===== src/rtl/trace_cycle_monitor_pkg.sv =====
// Shared types and default constants for the trace cycle monitor.
// State encoding, default widths and drain-counter sizing helper.
package trace_cycle_monitor_pkg;

    typedef enum logic [1:0] {
        IDLE  = 2'd0,
        RUN   = 2'd1,
        DRAIN = 2'd2,
        DONE  = 2'd3
    } state_e;

    localparam int DEF_CNT_W        = 32;
    localparam int DEF_NUM_CH       = 4;
    localparam int DEF_LIMIT        = 5;
    localparam int DEF_DRAIN_CYCLES = 2;

    // Drain counter only ever holds DRAIN_CYCLES-1 down to 0.
    function automatic int drain_w(input int n);
        return (n > 2) ? $clog2(n) : 1;
    endfunction

endpackage


===== src/rtl/trace_mon_chan_cnt.sv =====
// One saturating event counter with synchronous clear and a sticky
// saturation flag that sets when the count reaches all-ones.
module trace_mon_chan_cnt
    import trace_cycle_monitor_pkg::*;
#(
    parameter int W = DEF_CNT_W
) (
    input  logic         clk,
    input  logic         rst,
    input  logic         clr,
    input  logic         en,
    output logic [W-1:0] cnt,
    output logic         sat
);

    localparam logic [W-1:0] MAX = '1;

    always_ff @(posedge clk) begin
        if (rst || clr) begin
            cnt <= '0;
            sat <= 1'b0;
        end else if (en) begin
            if (cnt == MAX) begin
                sat <= 1'b1;
            end else begin
                cnt <= cnt + W'(1);
                if (cnt == MAX - W'(1))
                    sat <= 1'b1;
            end
        end
    end

endmodule


===== src/rtl/trace_cycle_monitor.sv =====
// Traced cycle counter with run limit, per-channel event counters and drain.
// Define TRACE_CYCLE_MONITOR_FINISH_EN to print a banner and $finish on DONE entry.
module trace_cycle_monitor
    import trace_cycle_monitor_pkg::*;
#(
    parameter int CNT_W         = DEF_CNT_W,
    parameter int NUM_CH        = DEF_NUM_CH,
    parameter int DRAIN_CYCLES  = DEF_DRAIN_CYCLES,
    parameter int DEFAULT_LIMIT = DEF_LIMIT
) (
    input  logic                    clk,
    input  logic                    rst,
    input  logic                    start,
    input  logic                    stop_req,
    input  logic [CNT_W-1:0]        limit,
    input  logic [NUM_CH-1:0]       ch_event,
    output logic [CNT_W-1:0]        cyc,
    output logic [NUM_CH*CNT_W-1:0] ch_count,
    output logic [NUM_CH-1:0]       ch_sat,
    output logic                    busy,
    output logic                    done,
    output logic                    stop_by_limit
);

    localparam int DW = drain_w(DRAIN_CYCLES);
    localparam logic [DW-1:0] DRAIN_LOAD =
        (DRAIN_CYCLES > 0) ? DW'(DRAIN_CYCLES - 1) : '0;
    localparam logic [CNT_W-1:0] DEF_LIM = CNT_W'(DEFAULT_LIMIT);

    state_e           state;
    state_e           state_d;
    logic [CNT_W-1:0] limit_q;
    logic [DW-1:0]    drain_cnt;
    logic             accept;
    logic             leave;
    logic             hit;
    logic             cnt_en;

    assign hit    = (cyc == limit_q);
    assign cnt_en = (state == RUN) || (state == DRAIN);

    always_ff @(posedge clk) begin
        if (rst)
            state <= IDLE;
        else
            state <= state_d;
    end

    always_comb begin
        state_d = state;
        accept  = 1'b0;
        leave   = 1'b0;
        unique case (state)
            IDLE, DONE: begin
                if (start) begin
                    state_d = RUN;
                    accept  = 1'b1;
                end
            end
            RUN: begin
                if (hit || stop_req) begin
                    leave   = 1'b1;
                    state_d = (DRAIN_CYCLES > 0) ? DRAIN : DONE;
                end
            end
            DRAIN: begin
                if (drain_cnt == '0)
                    state_d = DONE;
            end
            default: state_d = IDLE;
        endcase
    end

    always_ff @(posedge clk) begin
        if (rst) begin
            cyc           <= '0;
            limit_q       <= '0;
            drain_cnt     <= '0;
            busy          <= 1'b0;
            done          <= 1'b0;
            stop_by_limit <= 1'b0;
        end else begin
            busy <= (state_d == RUN) || (state_d == DRAIN);
            done <= (state_d == DONE);
            if (accept) begin
                cyc           <= '0;
                limit_q       <= (limit == '0) ? DEF_LIM : limit;
                stop_by_limit <= 1'b0;
            end else if (state == RUN && !leave) begin
                cyc <= cyc + CNT_W'(1);
            end
            // A limit match wins over a coincident stop_req.
            if (leave) begin
                stop_by_limit <= hit;
                drain_cnt     <= DRAIN_LOAD;
            end else if (state == DRAIN && drain_cnt != '0) begin
                drain_cnt <= drain_cnt - DW'(1);
            end
        end
    end

    for (genvar i = 0; i < NUM_CH; i++) begin : g_ch
        trace_mon_chan_cnt #(
            .W(CNT_W)
        ) u_cnt (
            .clk(clk),
            .rst(rst),
            .clr(accept),
            .en (cnt_en && ch_event[i]),
            .cnt(ch_count[i*CNT_W +: CNT_W]),
            .sat(ch_sat[i])
        );
    end

`ifdef TRACE_CYCLE_MONITOR_FINISH_EN
    always_ff @(posedge clk) begin
        if (!rst && state != DONE && state_d == DONE) begin
            $display("*-* All Finished *-*");
            $finish;
        end
    end
`endif

endmodule


===== config.mk =====
export PLATFORM = sky130hd
export DESIGN_NAME = trace_cycle_monitor
export DESIGN_NICKNAME = d
export VERILOG_FILES = /design/src/rtl/trace_cycle_monitor_pkg.sv /design/src/rtl/trace_mon_chan_cnt.sv /design/src/rtl/trace_cycle_monitor.sv
export SDC_FILE = /design/constraint.sdc
export NUM_CORES = 1
export LEC_CHECK = 0
export CORE_UTILIZATION = 57
export DETAILED_ROUTE_END_ITERATION = 7
export PLACE_DENSITY = 0.95
export REMOVE_ABC_BUFFERS = 1
export SYNTH_ARGS = -nofsm -noshare
export SYNTH_HDL_FRONTEND = slang
export SYNTH_HIERARCHICAL = 1
export SYNTH_SLANG_ARGS = --single-unit

===== constraint.sdc =====
create_clock -name clk -period 8 [get_ports clk]
set_clock_uncertainty 0.15 [all_clocks]
set_input_delay 1.6 -clock clk [delete_from_list [all_inputs] [get_ports clk]]
set_output_delay 1.6 -clock clk [all_outputs]
set_load 0.02 [all_outputs]

==> results of run 1 <==
[layout by cell type (no fill, tap or decap), types with 29 or more instances in the layout]
cell / synthesis / layout
o21ai_0: 40 / 40
xor2_1: 37 / 37
nand3_1: 59 / 59
nand4_1: 72 / 72
inv_1: 29 / 29
a21oi_1: 96 / 96
o31ai_1: 40 / 40
clkdlybuf4s50_1: 0 / 206
dfxtp_1: 202 / 202
xnor2_1: 29 / 29
or4_1: 50 / 50
nand2_1: 83 / 83
nor4_1: 40 / 40
nor2_1: 81 / 80
or3_1: 61 / 61
[state kept, by name, summed over array words and instances (netlist names)]
signal and flops:
g_ch.u_cnt/cnt 128, cyc 32, done 1, limit_q 32, stop_by_limit 1, drain_cnt 1
g_ch.u_cnt/sat 4, state 2, busy 1
[worst paths after layout]
kind              slack [ns]               endpoint  depth (start not counted)              start
setup / recovery        3.93  g_ch[0].u_cnt/cnt[25]                          7        ch_event[0]
hold / removal          0.32      g_ch[0].u_cnt/sat                          1  g_ch[0].u_cnt/sat
setup reg to reg        4.46  g_ch[0].u_cnt/cnt[25]                          8           state[0]
hold reg to reg         0.32      g_ch[0].u_cnt/sat                          1  g_ch[0].u_cnt/sat
[report_power, final]
group	total [mW]	switching (mW)	internal [mW]
Sequential	1.11	0.0517	1.06
Combinational	0.499	0.328	0.171
Clock	1.02	0.425	0.599
[logic make-up (layout without fill, tap and decap cells)]
family                     after synthesis  in the layout  share of synthesized area
muxes                                   11             11                     0.0104
AOI/OAI and AO/OA                      303            303                      0.185
DFF                                    202            202                      0.382
buffers and inverters                   86            282                     0.0392
adders and majority gates               12             12                     0.0142
and+or+nand+nor                        549            549                      0.314
xor gates and xnor gates                66             66                     0.0546
[routing by layer]
layer,global-route usage,part of all wire
met1,0.405,0.39
met2,0.548,0.48
met3,0.0454,0.091
met4,0.115,0.032
met5,0,0.00035
[worst reg2reg max path, cell delays in order, from the launching register on]
cell     delay [ns]
dfxtp_1        0.36
inv_1          0.07
ha_1           0.51
nor2b_1        0.77
inv_1          0.26
nor4_4         0.40
nand2_1        0.27
or4_1          0.54
a21oi_1        0.15
[cell usage after synthesis (14+ instances only)]
master,number
xnor2_1,29
nand4_1,72
nor4_1,40
nand3_1,59
clkbuf_1,29
xor2_1,37
or3_1,61
a22o_1,28
nor2_1,81
o21ai_0,40
and4_1,15
buf_2,14
inv_1,29
and3_1,14
a21oi_1,96
nand2_1,83
o31ai_1,40
a31oi_1,24
or4_1,50
dfxtp_1,202
[layout make-up]
class	instances	area (µm²)
Tap cell	229	287
Inverter	29	109
Timing Repair Buffer	214	2120
Clock buffer	28	604
Multi-Input combinational cell	941	6130
Sequential cell	202	4040
Clock inverter	11	111
Fill cell	1321	4670
[through the flow]
stage           util  cells  cell area (µm²)
5_1_grt        0.742   1654            13400
2_1_floorplan      -   1172            10300
6_report       0.742   1654            13400
4_1_cts        0.742   1654            13400
3_5_place_dp   0.702   1615            12700
3_3_place_gp   0.702   1615            12700
==> impl_metrics.env, run 1 <==
export IMPL_cpPeakStageDelay_ns=0.69
export IMPL_cp_start_kind="primary input"
export IMPL_crit_slowest_cell="nor2b_1"
export IMPL_cts_hold_buf=0
export IMPL_start_util=0.586
export IMPL_power_mw=2.63
export IMPL_slew_headroom=0.318
export IMPL_leakagePower_nw=4.42
export IMPL_cap_viol_max_count=0
export IMPL_async_flop_share=0
export IMPL_power_per_cell_area_nw_per_um2=196
export IMPL_synth_edf_count=0
export IMPL_clkTransAtPathRegs_ns=0.06
export IMPL_dpl_hpwl_mm=21.4
export IMPL_cts_buffers=22
export IMPL_crit_type="in2reg"
export IMPL_dieArea_um2=19100
export IMPL_vias=10900
export IMPL_ys_flop_type="dfxtp_1"
export IMPL_ys_types=56
export IMPL_path_buf_inv=2
export IMPL_num_rows=49
export IMPL_yosysTopAreaCellShare=0.382
export IMPL_worstPathCellList="clkdlybuf4s50_1 -> nor2b_1 -> inv_1 -> nor4_4 -> nand2_1 -> or4_1 -> a21oi_1"
export IMPL_io_pins=207
export IMPL_setup_violations=0
export IMPL_finalCritPeriodShare=0.509
export IMPL_post_cts_buffers=0
export IMPL_period_needed_ns=4.07
export IMPL_grt_usage=0.318
export IMPL_grt_setup_unrepaired="false"
export IMPL_h_tree_depth=1
export IMPL_synth_cells=1229
export IMPL_worst_hold_slack_ns=0.319
export IMPL_die_h_um=138
export IMPL_fin_ws_ns=3.93
export IMPL_cts_path_max_buffers=3
export IMPL_yosysTopAreaCell="dfxtp_1"
export IMPL_yosys_warnings=6
export IMPL_wl_per_cell_um=18.9
export IMPL_vdd_drop_max_v=0.000154
export IMPL_worst_pin_slew_ns=1.02
export IMPL_cts_sinks=202
export IMPL_status="finished with violations"
export IMPL_chipWidth_um=138
export IMPL_cp_max_fo=13
export IMPL_wl_mm=31.2
export IMPL_port_buffers=206
export IMPL_grt_pass1_wl_mm=51.3
export IMPL_postSynthAreaPerCell_um2=8.62
export IMPL_crit_required_ns=8.29
export IMPL_antenna_found_initial=1
export IMPL_viasPerCell=6.61
export IMPL_ys_ff_latch=202
export IMPL_synthTopCellsByArea="dfxtp_1 (38%), a21oi_1 (4.5%), nand4_1 (4.3%)"
export IMPL_violations="design-rule violations"
export IMPL_cts_tree="done"
export IMPL_setup_tns_final_ns=0
export IMPL_cts_resized=0
export IMPL_slew_viol_final=0
export IMPL_syn_cell_area_um2=10600
export IMPL_layout_nets=1462
export IMPL_diodes=0
export IMPL_hp_class="reg2reg"
export IMPL_hold_viol_final=0
export IMPL_grt_overflow_total=0
export IMPL_cts_root_buf="clkbuf_16"
export IMPL_fmax_mhz=246
export IMPL_place_gp_congestion=0.927
export IMPL_post_place_ws_ns=3.52
export IMPL_grt_start_max_net_pins=45
export IMPL_crit_arrival_ns=4.36
export IMPL_drc=26
export IMPL_yosysSeqAreaShare=0.382
export IMPL_coreArea_um2=18100
export IMPL_clock_latency_ns=0.51
export IMPL_syn2layout_area_growth_pct=26.6
export IMPL_critical_path_top_delay_family="simple AND/OR/NAND/NOR gates"
export IMPL_drt_first_pass_iters=8
export IMPL_grt_pass1_vias=10200
export IMPL_drive_above_1_share=0.0660
export IMPL_ant_nets=0
export IMPL_end_kind="flip-flop"
export IMPL_drtIter0Drc=967
(Power assumes the default switching activity.)
==> inputs of run 2 (changes only) <==
Settings changed: CORE_UTILIZATION 57 to 47, PLACE_DENSITY 0.95 to 0.87.
Clock period 8 ns to 3.55 ns, I/O delays scaled along.
==> run 2 against run 1 <==
Net effect:
- combinational power increased by 140%
- utilization decreased by 12 points
- sequential power increased by 130%
- critical path depth increased by 1
- register-to-register slack got worse by 4.0 ns
- via count decreased by 0.80%
- hold slack about the same
- clock-buffer cell count increased by 9
- the run still ends with design-rule violations left
==> impl_metrics.env, run 2 (same netlist as run 1, synthesis figures left out) <==
export IMPL_cap_viol_max_count=0
export IMPL_finalCritPeriodShare=0.879
export IMPL_wl_per_cell_um=18.3
export IMPL_wl_met1_mm=13.3
export IMPL_slew_viol_final=0
export IMPL_cp_max_fo=28
export IMPL_wl_mm=31.5
export IMPL_seq_power_share=0.404
export IMPL_fin_ws_ns=0.430
export IMPL_fmax_mhz=321
export IMPL_crit_type="reg2reg"
export IMPL_layout_nets=1479
export IMPL_port_buffers=206
export IMPL_placed_cells=1681
export IMPL_grt_overflow_total=0
export IMPL_cts_tree="done"
export IMPL_cts_root_buf="clkbuf_16"
export IMPL_design_area_um2=13700
export IMPL_setup_tns_final_ns=0
export IMPL_wl_met2_mm=14.8
export IMPL_max_flop_register="g_ch.u_cnt/cnt"
export IMPL_period_needed_ns=3.12
export IMPL_chipWidth_um=152
export IMPL_status="finished with violations"
export IMPL_post_place_ws_ns=0.426
export IMPL_clkTransAtPathRegs_ns=0.06
export IMPL_die_h_um=152
export IMPL_place_gp_congestion=0.939
export IMPL_vdd_drop_max_v=0.000317
export IMPL_post_cts_buffers=0
export IMPL_cts_hold_buf=0
export IMPL_cts_path_max_buffers=3
export IMPL_cp_start_kind="flip-flop"
export IMPL_ant_nets=0
export IMPL_drc=30
export IMPL_power_per_cell_area_nw_per_um2=454
export IMPL_io_pins=207
export IMPL_hp_class="reg2reg"
export IMPL_p_sw_frac=0.299
export IMPL_antenna_found_initial=0
export IMPL_crit_arrival_ns=3.42
export IMPL_vias=10900
export IMPL_cts_resized=0
export IMPL_cts_buffers=24
export IMPL_hold_viol_final=0
export IMPL_grt_setup_unrepaired="false"
export IMPL_reg_top3="g_ch.u_cnt/cnt x128, cyc x32, limit_q x32"
export IMPL_viasPerCell=6.30
export IMPL_num_rows=54
export IMPL_drt_first_pass_iters=7
export IMPL_clockPowerShare=0.400
export IMPL_p_comb_frac=0.196
export IMPL_crit_required_ns=3.85
export IMPL_met3WireLength_mm=2.48
export IMPL_end_kind="flip-flop"
export IMPL_violations="design-rule violations"
export IMPL_dpl_cell_area_um2=12900
export IMPL_p_sw_mw=1.86
export IMPL_coreArea_um2=22000
export IMPL_highest_layer="met4"
export IMPL_worst_hold_slack_ns=0.319
export IMPL_dpl_hpwl_mm=22.3
export IMPL_worst_pin_slew_ns=0.705
export IMPL_drive_above_1_share=0.0770
export IMPL_start_util=0.482
export IMPL_cts_sinks=202
export IMPL_drtIter0Drc=825
export IMPL_grt_start_max_net_pins=38
export IMPL_grt_pass1_wl_mm=51.4
export IMPL_syn2layout_area_growth_pct=29.1
export IMPL_stdcell_count=1722
export IMPL_p_int_mw=4.35
export IMPL_clock_latency_ns=0.52
export IMPL_mostFrequentLayoutCell="clkdlybuf4s50_1"
export IMPL_diodes=0
export IMPL_slew_headroom=0.530
export IMPL_leakagePower_nw=4.54
export IMPL_largest_reg_flops=128
export IMPL_setup_violations=0
export IMPL_grt_usage=0.265
export IMPL_final_cell_mix="clkdlybuf4s50_1 (206), dfxtp_1 (202), a21oi_1 (96)"
export IMPL_grt_pass1_vias=9810
export IMPL_h_tree_depth=1
export IMPL_dieArea_um2=23100
run 2: cell count changes in the layout (fill, tap and decap cells not counted):
cell,delta
buf_4,+15
clkbuf_8,+7
clkinv_2,-5
clkbuf_16,+2
bufinv_16,-1
clkinv_4,-1
clkinvlp_4,-1
inv_8,+1
run 2: critical path, cell delays in order, from the launching register on:
cell and delay, ns:
dfxtp_1 0.39, inv_1 0.09, ha_1 0.64, nand2_1 0.21, inv_1 0.57, o21ai_0 0.34
nor2_1 0.17, buf_4 0.32, a22o_1 0.19
run 2: power groups by stage:
stage | Sequential (mW) | Clock [mW] | Combinational, mW
after floorplan | 2.56 | 0 | 0.688
after detailed placement | 2.55 | 0 | 1.20
after CTS | 2.50 | 2.52 | 1.21
after global routing | 2.52 | 2.62 | 1.31
final | 2.51 | 2.48 | 1.22
after global placement | 2.55 | 0 | 1.17
run 2: path summary, 6_finish.rpt:
| check | startpoint | end | slack [ns] | cells after the start |
|---|---|---|---|---|
| worst max-delay path | state[0] | limit_q[22] | 0.43 | 8 |
| worst max register to register | state[0] | limit_q[22] | 0.43 | 8 |
| worst min-delay path | g_ch[1].u_cnt/sat | g_ch[1].u_cnt/sat | 0.32 | 1 |
| worst min register to register | g_ch[1].u_cnt/sat | g_ch[1].u_cnt/sat | 0.32 | 1 |
run 2: routing by layer:
metal | vias to the layer above | global-route usage
met5 | - | 0
met4 | 0 | 0.0860
met3 | 64 | 0.0405
met2 | 498 | 0.435
met1 | 5173 | 0.356
li1 | 5117 | -
run 2: cell type report:
cell class | count | area [µm²]
Fill cell | 1785 | 8280
Clock buffer | 37 | 751
Tap cell | 280 | 350
Inverter | 29 | 109
Timing Repair Buffer | 229 | 2230
Sequential cell | 202 | 4040
Clock inverter | 4 | 51.3
Multi-Input combinational cell | 941 | 6130
run 2: metrics by stage:
stage | total power [mW] | util
after global placement | 3.72 | 0.586
after detailed placement | 3.75 | 0.586
after CTS | 6.23 | 0.623
final | 6.21 | 0.623
after floorplan | 3.25 | -
after global routing | 6.45 | 0.623
==> inputs of run 3 (changes only) <==
Settings changed: MAX_ROUTING_LAYER from default to met4.
==> run 3 against run 2 <==
Net effect:
- the flow still finishes with violations (design-rule violations)
- cell area grew 0.25%
- sequential share of layout area fell by 0.073 points
- fmax grew 2.6%
- total power increased by 1.5%
- clock-buffer cell count unchanged
- clock power is 4% higher
- first-iteration DRC count up 4.4%
- flip-flop and latch count is the same
- register-to-register slack better by 0.08 ns
- critical path type unchanged
- highest routed layer unchanged
==> impl_metrics.env, run 3 (same netlist as run 1, synthesis figures left out) <==
export IMPL_hold_viol_final=0
export IMPL_setup_tns_final_ns=0
export IMPL_grt_pass1_wl_mm=51.1
export IMPL_final_cell_mix="clkdlybuf4s50_1 (206), dfxtp_1 (202), a21oi_1 (96)"
export IMPL_setup_violations=0
export IMPL_wl_met1_mm=13.1
export IMPL_cap_viol_max_count=0
export IMPL_end_kind="flip-flop"
export IMPL_dpl_hpwl_mm=22.3
export IMPL_leakagePower_nw=4.55
export IMPL_coreArea_um2=22000
export IMPL_slew_headroom=0.509
export IMPL_layout_nets=1479
export IMPL_crit_arrival_ns=3.32
export IMPL_place_gp_congestion=0.937
export IMPL_antenna_found_initial=0
export IMPL_fmax_mhz=329
export IMPL_cts_root_buf="clkbuf_16"
export IMPL_r2r_end="g_ch[0].u_cnt/cnt[30]"
export IMPL_cp_max_fo=13
export IMPL_cts_sinks=202
export IMPL_rrSetupSlack_ns=0.51
export IMPL_crit_end="g_ch[0].u_cnt/cnt[30]"
export IMPL_port_buffers=206
export IMPL_dieArea_um2=23100
export IMPL_crit_slowest_cell="or4_1"
export IMPL_violations="design-rule violations"
export IMPL_grt_pass1_vias=9932
export IMPL_cts_tree="done"
export IMPL_cts_hold_buf=0
export IMPL_drtIter0Drc=861
export IMPL_power_per_cell_area_nw_per_um2=460
export IMPL_largest_reg_flops=128
export IMPL_drt_first_pass_iters=7
export IMPL_worstRegToRegCells=9
export IMPL_post_cts_buffers=0
export IMPL_clkTransAtPathRegs_ns=0.06
export IMPL_drive_above_1_share=0.0762
export IMPL_grt_usage=0.271
export IMPL_num_rows=54
export IMPL_cts_buffers=23
export IMPL_highest_layer="met4"
export IMPL_wl_per_cell_um=18.2
export IMPL_critPathLaunch="state[0]"
export IMPL_worst_pin_slew_ns=0.735
export IMPL_vdd_drop_max_v=0.000252
export IMPL_slew_viol_final=0
export IMPL_crit_required_ns=3.83
export IMPL_finalCritPeriodShare=0.856
export IMPL_die_h_um=152
export IMPL_grt_start_max_net_pins=38
export IMPL_grt_setup_unrepaired="false"
export IMPL_ant_nets=0
export IMPL_post_place_ws_ns=0.393
export IMPL_syn2layout_area_growth_pct=29.4
export IMPL_io_pins=207
export IMPL_worstPathCellList="inv_1 -> ha_1 -> buf_4 -> nor2b_1 -> inv_1 -> nor4_4 -> nand2_2 -> or4_1 -> a21oi_1"
export IMPL_crit_top_cell="inv_1"
export IMPL_wl_mm=31.4
export IMPL_cts_path_max_buffers=3
export IMPL_met3WireLength_mm=2.72
export IMPL_h_tree_depth=1
export IMPL_wl_met2_mm=14.9
export IMPL_clock_latency_ns=0.50
export IMPL_start_util=0.482
export IMPL_viasPerCell=6.26
export IMPL_cpPeakStageDelay_ns=0.55
export IMPL_status="finished with violations"
export IMPL_crit_type="reg2reg"
export IMPL_hp_class="reg2reg"
export IMPL_fin_ws_ns=0.510
export IMPL_drc=30
export IMPL_mostFrequentLayoutCell="clkdlybuf4s50_1"
export IMPL_cts_resized=0
export IMPL_period_needed_ns=3.04
export IMPL_cp_start_kind="flip-flop"
export IMPL_grt_overflow_total=0
export IMPL_diodes=0
export IMPL_worstReg2RegStart="state[0]"
export IMPL_chipWidth_um=152
export IMPL_reg_top3="g_ch.u_cnt/cnt x128, cyc x32, limit_q x32"
export IMPL_vias=10800
export IMPL_max_flop_register="g_ch.u_cnt/cnt"
run 3: cell count changes in the layout (fill, tap and decap cells not counted):
cell | previous run | this run
clkbuf_16 | 25 | 23
buf_4 | 23 | 24
clkbuf_1 | 4 | 6
bufinv_16 | 1 | 4
inv_8 | 1 | 0
clkinv_2 | 2 | 0
run 3: layer usage:
layer	up-vias	global-route usage
li1	5119	-
met1	5111	0.349
met2	496	0.440
met3	54	0.0357
met4	0	0.0865
met5	-	-
run 3: how the worst min path moves through the flow:
stage                      startpoint           endpoint  slack [ns]  depth (start not counted)
floorplan                 limit_q[10]        limit_q[10]        0.29                          2
global placement    g_ch[0].u_cnt/sat  g_ch[0].u_cnt/sat        0.31                          1
detailed placement  g_ch[1].u_cnt/sat  g_ch[1].u_cnt/sat        0.31                          1
CTS                 g_ch[1].u_cnt/sat  g_ch[1].u_cnt/sat        0.32                          1
global route        g_ch[1].u_cnt/sat  g_ch[1].u_cnt/sat        0.35                          1
finish              g_ch[1].u_cnt/sat  g_ch[1].u_cnt/sat        0.32                          1
run 3: final cells by class:
type | instances | area [µm²]
Tap cell | 280 | 350
Timing Repair Buffer | 230 | 2240
Clock inverter | 4 | 120
Sequential cell | 202 | 4040
Multi-Input combinational cell | 941 | 6130
Clock buffer | 37 | 708
Inverter | 29 | 109
Fill cell | 1833 | 8250
run 3: critical path: cells and delay by family, from the launching register on:
| family | cells | cell delay (ns) |
|---|---|---|
| and+or+nand+nor | 4 | 1.33 |
| adders and majority gates | 1 | 0.49 |
| buffers and inverters | 3 | 0.46 |
| DFF | 1 | 0.38 |
| AOI/OAI and AO/OA | 1 | 0.15 |
run 3: report_power, final:
group / leakage [nW] / switching, mW / internal [mW] / total, mW
logic: 2.51 / 0.779 / 0.445 / 1.22
clock network: 0.405 / 0.924 / 1.65 / 2.57
registers: 1.63 / 0.117 / 2.39 / 2.51
run 3: metrics by stage:
| step | total power, mW | hold WS, ns | cells | util | instance area [µm²] |
|---|---|---|---|---|---|
| after floorplan | 3.25 | 0.292 | 1172 | - | 10300 |
| after global placement | 3.73 | 0.306 | 1682 | 0.587 | 12900 |
| after detailed placement | 3.77 | 0.310 | 1682 | 0.587 | 12900 |
| after CTS | 6.34 | 0.323 | 1723 | 0.624 | 13700 |
| after global routing | 6.56 | 0.353 | 1723 | 0.624 | 13700 |
| final | 6.30 | 0.318 | 1723 | 0.624 | 13700 |
